--- config.mk ---
export PLATFORM = sky130hd
export DESIGN_NAME = cmd_rom_sequencer
export DESIGN_NICKNAME = d
export VERILOG_FILES = /design/src/rtl/cmd_rom_sequencer.sv
export SDC_FILE = /design/constraint.sdc
export NUM_CORES = 1
export LEC_CHECK = 0
export ABC_AREA = 1
export CAP_MARGIN = 40
export CORE_MARGIN = 2
export CORE_UTILIZATION = 48
export CTS_CLUSTER_SIZE = 28
export DETAILED_ROUTE_END_ITERATION = 10
export HOLD_SLACK_MARGIN = 0.15
export PLACE_DENSITY = 0.81
export SLEW_MARGIN = 20
export SYNTH_ARGS = -nofsm -noshare
export SYNTH_HDL_FRONTEND = slang
export SYNTH_SLANG_ARGS = --single-unit
--- constraint.sdc ---
create_clock -name clock -period 2.1 [get_ports clock]
set_clock_uncertainty 0.1 [all_clocks]
set_input_delay 0.42 -clock clock [delete_from_list [all_inputs] [get_ports clock]]
set_output_delay 0.42 -clock clock [all_outputs]
set_load 0.1 [all_outputs]
--- src/rtl/cmd_rom_sequencer.sv ---
`default_nettype none
// ============================================================================
//  Module   : cmd_rom_sequencer
//  Purpose  : Walks the 36-bit load-command ROM from address 0 and presents
//             one enabled command at a time to the downstream memory
//             controller. Disabled entries are skipped, an all-zero word or
//             the last ROM address ends the run, and a per-command watchdog
//             flags a controller stall.
//
//  Ports    : clock        - rising-edge clock
//             reset        - synchronous, active-high reset
//             start        - begin a run (accepted in IDLE/EOP/ERR only)
//             rom_en       - ROM read strobe (high in FETCH only)
//             rom_addr     - ROM read address
//             rom_data     - ROM word, valid the cycle after rom_en
//             cmd          - current command word
//             cmd_valid    - cmd is live for the controller (ISSUE)
//             cmd_done     - controller completion pulse
//             busy         - high in FETCH, DECODE, ISSUE
//             eop          - sticky end-of-program flag
//             timeout_err  - sticky watchdog-expired flag
//             cmd_count    - commands completed in the current run
//
//  Revision : 1.0 - initial release
// ============================================================================
module cmd_rom_sequencer #(
    parameter int ROM_AW  = 8,
    parameter int TIMEOUT = 1024,
    parameter int TO_W    = 16
) (
    input  logic              clock,
    input  logic              reset,
    input  logic              start,
    output logic              rom_en,
    output logic [ROM_AW-1:0] rom_addr,
    input  logic [35:0]       rom_data,
    output logic [35:0]       cmd,
    output logic              cmd_valid,
    input  logic              cmd_done,
    output logic              busy,
    output logic              eop,
    output logic              timeout_err,
    output logic [ROM_AW:0]   cmd_count
);

    localparam logic [ROM_AW-1:0] c_LAST_ADDR = {ROM_AW{1'b1}};
    // Watchdog value seen on the final permitted ISSUE cycle; the first
    // ISSUE cycle sees 0, so exactly TIMEOUT cycles elapse before expiry.
    localparam logic [TO_W-1:0]   c_WD_LAST   = TO_W'(TIMEOUT - 1);

    typedef enum logic [2:0] {
        S_IDLE   = 3'd0,
        S_FETCH  = 3'd1,
        S_DECODE = 3'd2,
        S_ISSUE  = 3'd3,
        S_EOP    = 3'd4,
        S_ERR    = 3'd5
    } state_t;

    state_t            r_state;
    state_t            w_state_nxt;

    logic [ROM_AW-1:0] r_rom_addr;
    logic [35:0]       r_cmd;
    logic              r_eop;
    logic              r_timeout_err;
    logic [ROM_AW:0]   r_cmd_count;
    logic [TO_W-1:0]   r_watchdog;

    // Datapath control strobes produced by the next-state logic
    logic              w_clr_run;
    logic              w_adv_addr;
    logic              w_load_cmd;
    logic              w_wd_inc;
    logic              w_inc_count;
    logic              w_set_eop;
    logic              w_set_err;
    logic              w_at_last;

    assign w_at_last = (r_rom_addr == c_LAST_ADDR);

    // ------------------------------------------------------------------
    // State register
    // ------------------------------------------------------------------
    always_ff @(posedge clock) begin
        if (reset) begin
            r_state <= S_IDLE;
        end else begin
            r_state <= w_state_nxt;
        end
    end

    // ------------------------------------------------------------------
    // Next-state and control decode
    // ------------------------------------------------------------------
    always_comb begin
        w_state_nxt = r_state;
        w_clr_run   = 1'b0;
        w_adv_addr  = 1'b0;
        w_load_cmd  = 1'b0;
        w_wd_inc    = 1'b0;
        w_inc_count = 1'b0;
        w_set_eop   = 1'b0;
        w_set_err   = 1'b0;

        case (r_state)
            S_IDLE, S_EOP, S_ERR: begin
                if (start) begin
                    w_clr_run   = 1'b1;
                    w_state_nxt = S_FETCH;
                end
            end

            S_FETCH: begin
                w_state_nxt = S_DECODE;
            end

            S_DECODE: begin
                if (rom_data == 36'h0) begin
                    w_set_eop   = 1'b1;
                    w_state_nxt = S_EOP;
                end else if (!rom_data[34]) begin
                    // Disabled entry: skip it, but never step past the
                    // last address.
                    if (w_at_last) begin
                        w_set_eop   = 1'b1;
                        w_state_nxt = S_EOP;
                    end else begin
                        w_adv_addr  = 1'b1;
                        w_state_nxt = S_FETCH;
                    end
                end else begin
                    w_load_cmd  = 1'b1;
                    w_state_nxt = S_ISSUE;
                end
            end

            S_ISSUE: begin
                // Completion takes priority over a simultaneous expiry.
                if (cmd_done) begin
                    w_inc_count = 1'b1;
                    if (w_at_last) begin
                        w_set_eop   = 1'b1;
                        w_state_nxt = S_EOP;
                    end else begin
                        w_adv_addr  = 1'b1;
                        w_state_nxt = S_FETCH;
                    end
                end else if (r_watchdog == c_WD_LAST) begin
                    w_set_err   = 1'b1;
                    w_state_nxt = S_ERR;
                end else begin
                    w_wd_inc    = 1'b1;
                end
            end

            default: begin
                w_state_nxt = S_IDLE;
            end
        endcase
    end

    // ------------------------------------------------------------------
    // Datapath registers
    // ------------------------------------------------------------------
    always_ff @(posedge clock) begin
        if (reset) begin
            r_rom_addr    <= '0;
            r_cmd         <= '0;
            r_eop         <= 1'b0;
            r_timeout_err <= 1'b0;
            r_cmd_count   <= '0;
            r_watchdog    <= '0;
        end else begin
            if (w_clr_run) begin
                r_rom_addr    <= '0;
                r_cmd_count   <= '0;
                r_eop         <= 1'b0;
                r_timeout_err <= 1'b0;
            end
            if (w_adv_addr) begin
                r_rom_addr <= r_rom_addr + 1'b1;
            end
            if (w_load_cmd) begin
                r_cmd      <= rom_data;
                r_watchdog <= '0;
            end else if (w_wd_inc) begin
                r_watchdog <= r_watchdog + 1'b1;
            end
            if (w_inc_count) begin
                r_cmd_count <= r_cmd_count + 1'b1;
            end
            if (w_set_eop) begin
                r_eop <= 1'b1;
            end
            if (w_set_err) begin
                r_timeout_err <= 1'b1;
            end
        end
    end

    // ------------------------------------------------------------------
    // Outputs (all decoded from registered state)
    // ------------------------------------------------------------------
    assign rom_en      = (r_state == S_FETCH);
    assign cmd_valid   = (r_state == S_ISSUE);
    assign busy        = (r_state == S_FETCH) || (r_state == S_DECODE) ||
                         (r_state == S_ISSUE);
    assign rom_addr    = r_rom_addr;
    assign cmd         = r_cmd;
    assign eop         = r_eop;
    assign timeout_err = r_timeout_err;
    assign cmd_count   = r_cmd_count;

endmodule
`default_nettype wire

==> Word-level counts from Yosys, hierarchy flattened <==
Index checks and enable logic that the tools add are counted.
{ "totals": {"ff_bits": 74} }
{ "op_classes": {"addsub": 3, "eq_ne": 9, "mux": 37, "n_reduce_logical": 11} }
{ "ops": {"columns": ["op", "n"], "rows": [
  ["zero test 36 bit", 1],
  ["two-way mux 1 bit", 24],
  ["two-way mux 3 bit", 6],
  ["two-way mux 9 bit", 2],
  ["adder 16 x 1 -> 16 bit (second input constant)", 1],
  ["equality test 16 x 10 -> 1 bit (second input constant)", 1],
  ["two-way mux 8 bit", 2],
  ["case mux 3 bit (4 select lines)", 1],
  ["adder 9 x 1 -> 9 bit (second input constant)", 1],
  ["adder 8 x 1 -> 8 bit (second input constant)", 1],
  ["equality test 8 bit (second input constant)", 1],
  ["nonzero test 2 bit", 4],
  ["equality test 3 x 2 -> 1 bit (second input constant)", 2],
  ["equality test 3 bit (second input constant)", 2],
  ["case mux 1 bit (2 select lines)", 2],
  ["equality test 3 x 1 -> 1 bit (second input constant)", 1],
  ["zero test 3 bit", 1],
  ["!= test 3 x 1 -> 1 bit (second input constant)", 1],
  ["OR reduction 3 bit", 1],
  ["logical OR 1 bit", 2],
  ["!= test 2 bit (second input constant)", 1],
  ["AND reduction 2 bit", 1],
  ["OR reduction 2 bit", 1]
]} }

==> Logic depth before layout (Yosys ltp) <==
{ "logic_depth": {"ltp_word": 6, "mapped_depth": 11} }

==> Worst setup path before layout <==
OpenSTA, ideal clock, no wires.
{ "synth_timing": {"path_kind": "reg-to-reg", "start": "register r_rom_addr[0] (netlist: rom_addr[0])", "end": "register r_rom_addr[4] (netlist: rom_addr[4])", "setup_ns": 0.120, "arrival_ns": 2.217, "path_slack_ns": -0.337, "stages_incl_launch_ff": 11, "path_cell_list": "dfxtp_1 > ha_1 > nand2_1 > inv_2 > nand4_2 > nor2_2 > nor2_1 > nand2_2 > nand2_4 > o21ai_1 > a21oi_1"} }
{ "synth_between": {"elab_chain_cells": 6} }
{ "synth_rtl": {"columns": ["element", "line_no", "rtl"], "rows": [
  ["start, declared", "63", "logic [ROM_AW-1:0] r_rom_addr;"],
  ["start signal, assigned", "182", "r_rom_addr <= r_rom_addr + 1'b1;"],
  ["equality test 8 bit", "80", "assign w_at_last = (r_rom_addr == c_LAST_ADDR);"],
  ["two-way mux 1 bit", "125, 142", null],
  ["two-way mux 1 bit", "122", "end else if (!rom_data[34]) begin"],
  ["two-way mux 1 bit", "119", "if (rom_data == 36'h0) begin"],
  ["case mux 1 bit (2 select lines)", "106", "case (r_state)"],
  ["two-way mux 8 bit or nonzero test 2 bit (tied branches)", null, null]
]} }
Parallel ways exist; a longest one is shown, timed or not.
A chain may end at the register's enable or synchronous reset.

==> Final worst setup path <==
{ "layout_timing": {"start": "register r_state[0]", "end": "output cmd_valid"} }
{ "layout_between": {"elab_chain_cells": 1} }
{ "layout_rtl": {"columns": ["element", "line_no", "rtl"], "rows": [
  ["start, declared", "60", "state_t r_state;"],
  ["start signal, assigned", "89", "r_state <= w_state_nxt;"],
  ["equality test 3 x 2 -> 1 bit", "206", "assign cmd_valid = (r_state == S_ISSUE);"],
  ["end, declared", "38", "output logic cmd_valid,"]
]} }
Every way passes these cells.

==> flow_metrics.py <==
metrics = {
    "critical_path": {
        "cpLargestDelayFamily": "buffers and inverters",
        "crit_path_cell_trace": "nand3_2 > inv_1 > buf_12",
        "slowest_delay_ns": 0.43,
        "crit_slowest_cell": "dfxtp_1",
        "end_kind": "output port",
        "critPathKind": "register to output port",
        "timing.rr.end": "rom_addr[4]$_SDFFE_PP0P_",
        "start_kind": "register",
        "crit_buf_inv": 2,
        "crit_required_ns": 1.58,
        "r2r-start": "rom_addr[0]$_SDFFE_PP0P_",
        "path_max_fanout": 5,
        "reg2reg_slack_ns": 0.32,
        "cp_data_arrival_time_ns": 1.42,
        "r2r_cells": 10,
    },
    "power_and_ir_drop": {
        "p_leak_nw": 1.794,
        "power_density_nw_per_um2": 867.3,
        "ir_drop_v": 0.0003707,
        "p_total_mw": 4.004,
    },
    "floorplan": {
        "die_area_um2": 7810,
        "rows": 30,
        "die_x_um": 88.38,
        "start_util": 0.5002,
        "chipHeight_um": 88.38,
        "ios": 98,
        "core_um2": 6832,
    },
    "clock_network": {
        "cts_buffers": 9,
        "cts.sinks": 74,
        "cts_tree": "done",
        "clock_latency_ns": 0.34,
        "h-tree-depth": 3,
        "cts_resized": 0,
        "ctsLongestPathBuffers": 2,
        "clock-root-buffer": "clkbuf_8",
        "cts.clk_slew.worst_paths_ns": 0.08,
        "postCtsHoldBufs": 0,
        "cts_setup_buffers": 0,
    },
    "global_routing": {
        "antenna_found_initial": 0,
        "grt_first_pass_wirelength_um": 13570,
        "grt_start_max_net_pins": 41,
        "grt_pass1_vias": 3107,
        "gr-usage-all-layers": 0.2193,
        "overflow": 0,
    },
    "sta": {
        "rsz0062_at_grt": "no",
        "finalMaxSlewViolations": 0,
        "hold_viol": 0,
        "hold_ws_ns": 0.3697,
        "setup_viol_count_final": 0,
        "worst_slack_ns": 0.1633,
        "fmax_mhz": 516.3,
        "min_period_ns": 1.937,
        "fin_tns_setup_ns": 0,
        "period_share": 0.9223,
        "slew_headroom": 0.8044,
        "worst_pin_slew_ns": 0.2933,
    },
    "yosys": {
        "synth.yosys.warnings": 0,
        "ys_types": 36,
        "synthCells": 481,
        "syn-num-nets": 524,
        "syn_avg_cell_area_um2": 7.104,
        "async_flop_share": 0,
        "synth_flop_cell": "dfxtp_1",
        "synth-seq-cells": 74,
        "netlist_area_um2": 3417,
        "ys_seq_area_frac": 0.4335,
        "synth_edf_count": 0,
    },
    "placed_design": {
        "dpl.cell_count": 666,
        "gp_congestion": 0.8629,
        "dp_hpwl_um": 6200,
        "placed_cell_area_um2": 4427,
        "numPortBuffers": 97,
        "pre_cts_ws_ns": -0.1377,
    },
    "routing": {
        "via_per_inst": 5.070,
        "drc": 0,
        "wl_per_cell_um": 12.41,
        "first_iter_violations": 136,
        "wl_um": 8465,
        "vias": 3458,
        "postRouteAntennaNets": 0,
        "drt_first_pass_iters": 5,
    },
    "cells_and_area": {
        "seq_area_um2": 1491,
        "multi_input_area_um2": 1714,
        "nFillCells": 608,
        "final_core_util": 0.6758,
        "nNetsFinal": 624,
        "syn_to_final_growth_pct": 35.12,
        "drive_above_1_share": 0.2014,
        "diodes": 0,
        "fin_area_um2": 4617,
        "fin_cells": 682,
    },
    "outcome": {
        "outcome": "completed",
    },
    "hold_path": {
        "hold_depth": 1,
        "hold_start": "cmd_count[8]$_SDFFE_PP0P_",
        "holdCritPathClass": "register to register",
        "min_to": "cmd_count[8]$_SDFFE_PP0P_",
    },
    "run": {
        "drv_cap": 0,
    },
}
## per-layer routing
metal  vias up  part of all wire  track usage
li1       1767                 -            -
met1      1559              0.44       0.2846
met2       120              0.47       0.3561
met3        12             0.076      0.05224
met4         0             0.015      0.08127
met5         -                 0            0
## layout by cell type (no fill, tap or decap), drive strengths merged, types with 4 or more instances in the layout
master and count:
clkdlybuf4s50 39, nor3 6, inv 33, nor2 134, o21ai 46, dfxtp 74
nand3 19, nand2 84, clkinvlp 4, nor3b 4, clkbuf 11, xor2 8
a21oi 30, buf 66, nand4 14
## cells in the mapped netlist (4+ instances only)
cell      instances  area share
inv_2             5      0.0055
nand3_1          18       0.026
xor2_1            8       0.021
inv_1            28       0.031
a21oi_1          30       0.044
buf_6             4       0.013
nor3_1            4      0.0059
dfxtp_1          74        0.43
clkbuf_1          7      0.0077
nor2_1          126        0.14
o21ai_0          43       0.063
nor2_2            6       0.011
nand2_1          79       0.087
nand4_1          12       0.022
## layout make-up
cell class,instances,area share
flip-flops and latches,74,0.3230
well taps,96,0.02602
inverters,34,0.02764
repair buffers,105,0.2108
clock buffers,11,0.03279
multi-input cells,357,0.3713
clock inverters,5,0.008401
## kinds of logic after synthesis
kind of cell,Yosys count,synth area share
simple gates,262,0.3387
compound gates,83,0.1282
flops,74,0.4335
buf+inv,50,0.06555
xor+xnor,9,0.02307
fa+ha+maj,3,0.01099
## power by group
part	internal (mW)	switching [mW]
clock network	0.495	0.527
registers	1.50	0.0623
logic	0.367	1.05
## registers in the layout, summed over array words and instances (netlist names)
| name | cells |
|---|---|
| cmd_count | 9 |
| eop | 1 |
| timeout_err | 1 |
| r_watchdog | 16 |
| cmd | 36 |
| r_state | 3 |
| rom_addr | 8 |
## how the worst max path moves through the flow
stage                                        start                  endpoint  slack [ns]  cells past startpoint
after CTS                  r_state[0]$_SDFFE_PP0P_                 cmd_valid        0.16                      3
after detailed placement              rom_data[34]  rom_addr[4]$_SDFFE_PP0P_       -0.14                      9
after global routing                  rom_data[23]  rom_addr[4]$_SDFFE_PP0P_        0.08                      9
after global placement                rom_data[34]  rom_addr[4]$_SDFFE_PP0P_       -0.08                      9
final                      r_state[0]$_SDFFE_PP0P_                 cmd_valid        0.16                      3
after floorplan           rom_addr[4]$_SDFFE_PP0P_  rom_addr[4]$_SDFFE_PP0P_        0.02                      7
## worst register-to-register path, stage by stage (launching register included)
cell and delay (ns):
dfxtp_2 0.37, ha_1 0.17, nand2_1 0.07, inv_2 0.07, nand4_2 0.11, nor2_2 0.22
nor2_1 0.08, nand2_2 0.18, nand2_4 0.12, o21ai_1 0.11, a21oi_1 0.08
Power figures use the tool's default switching activity.
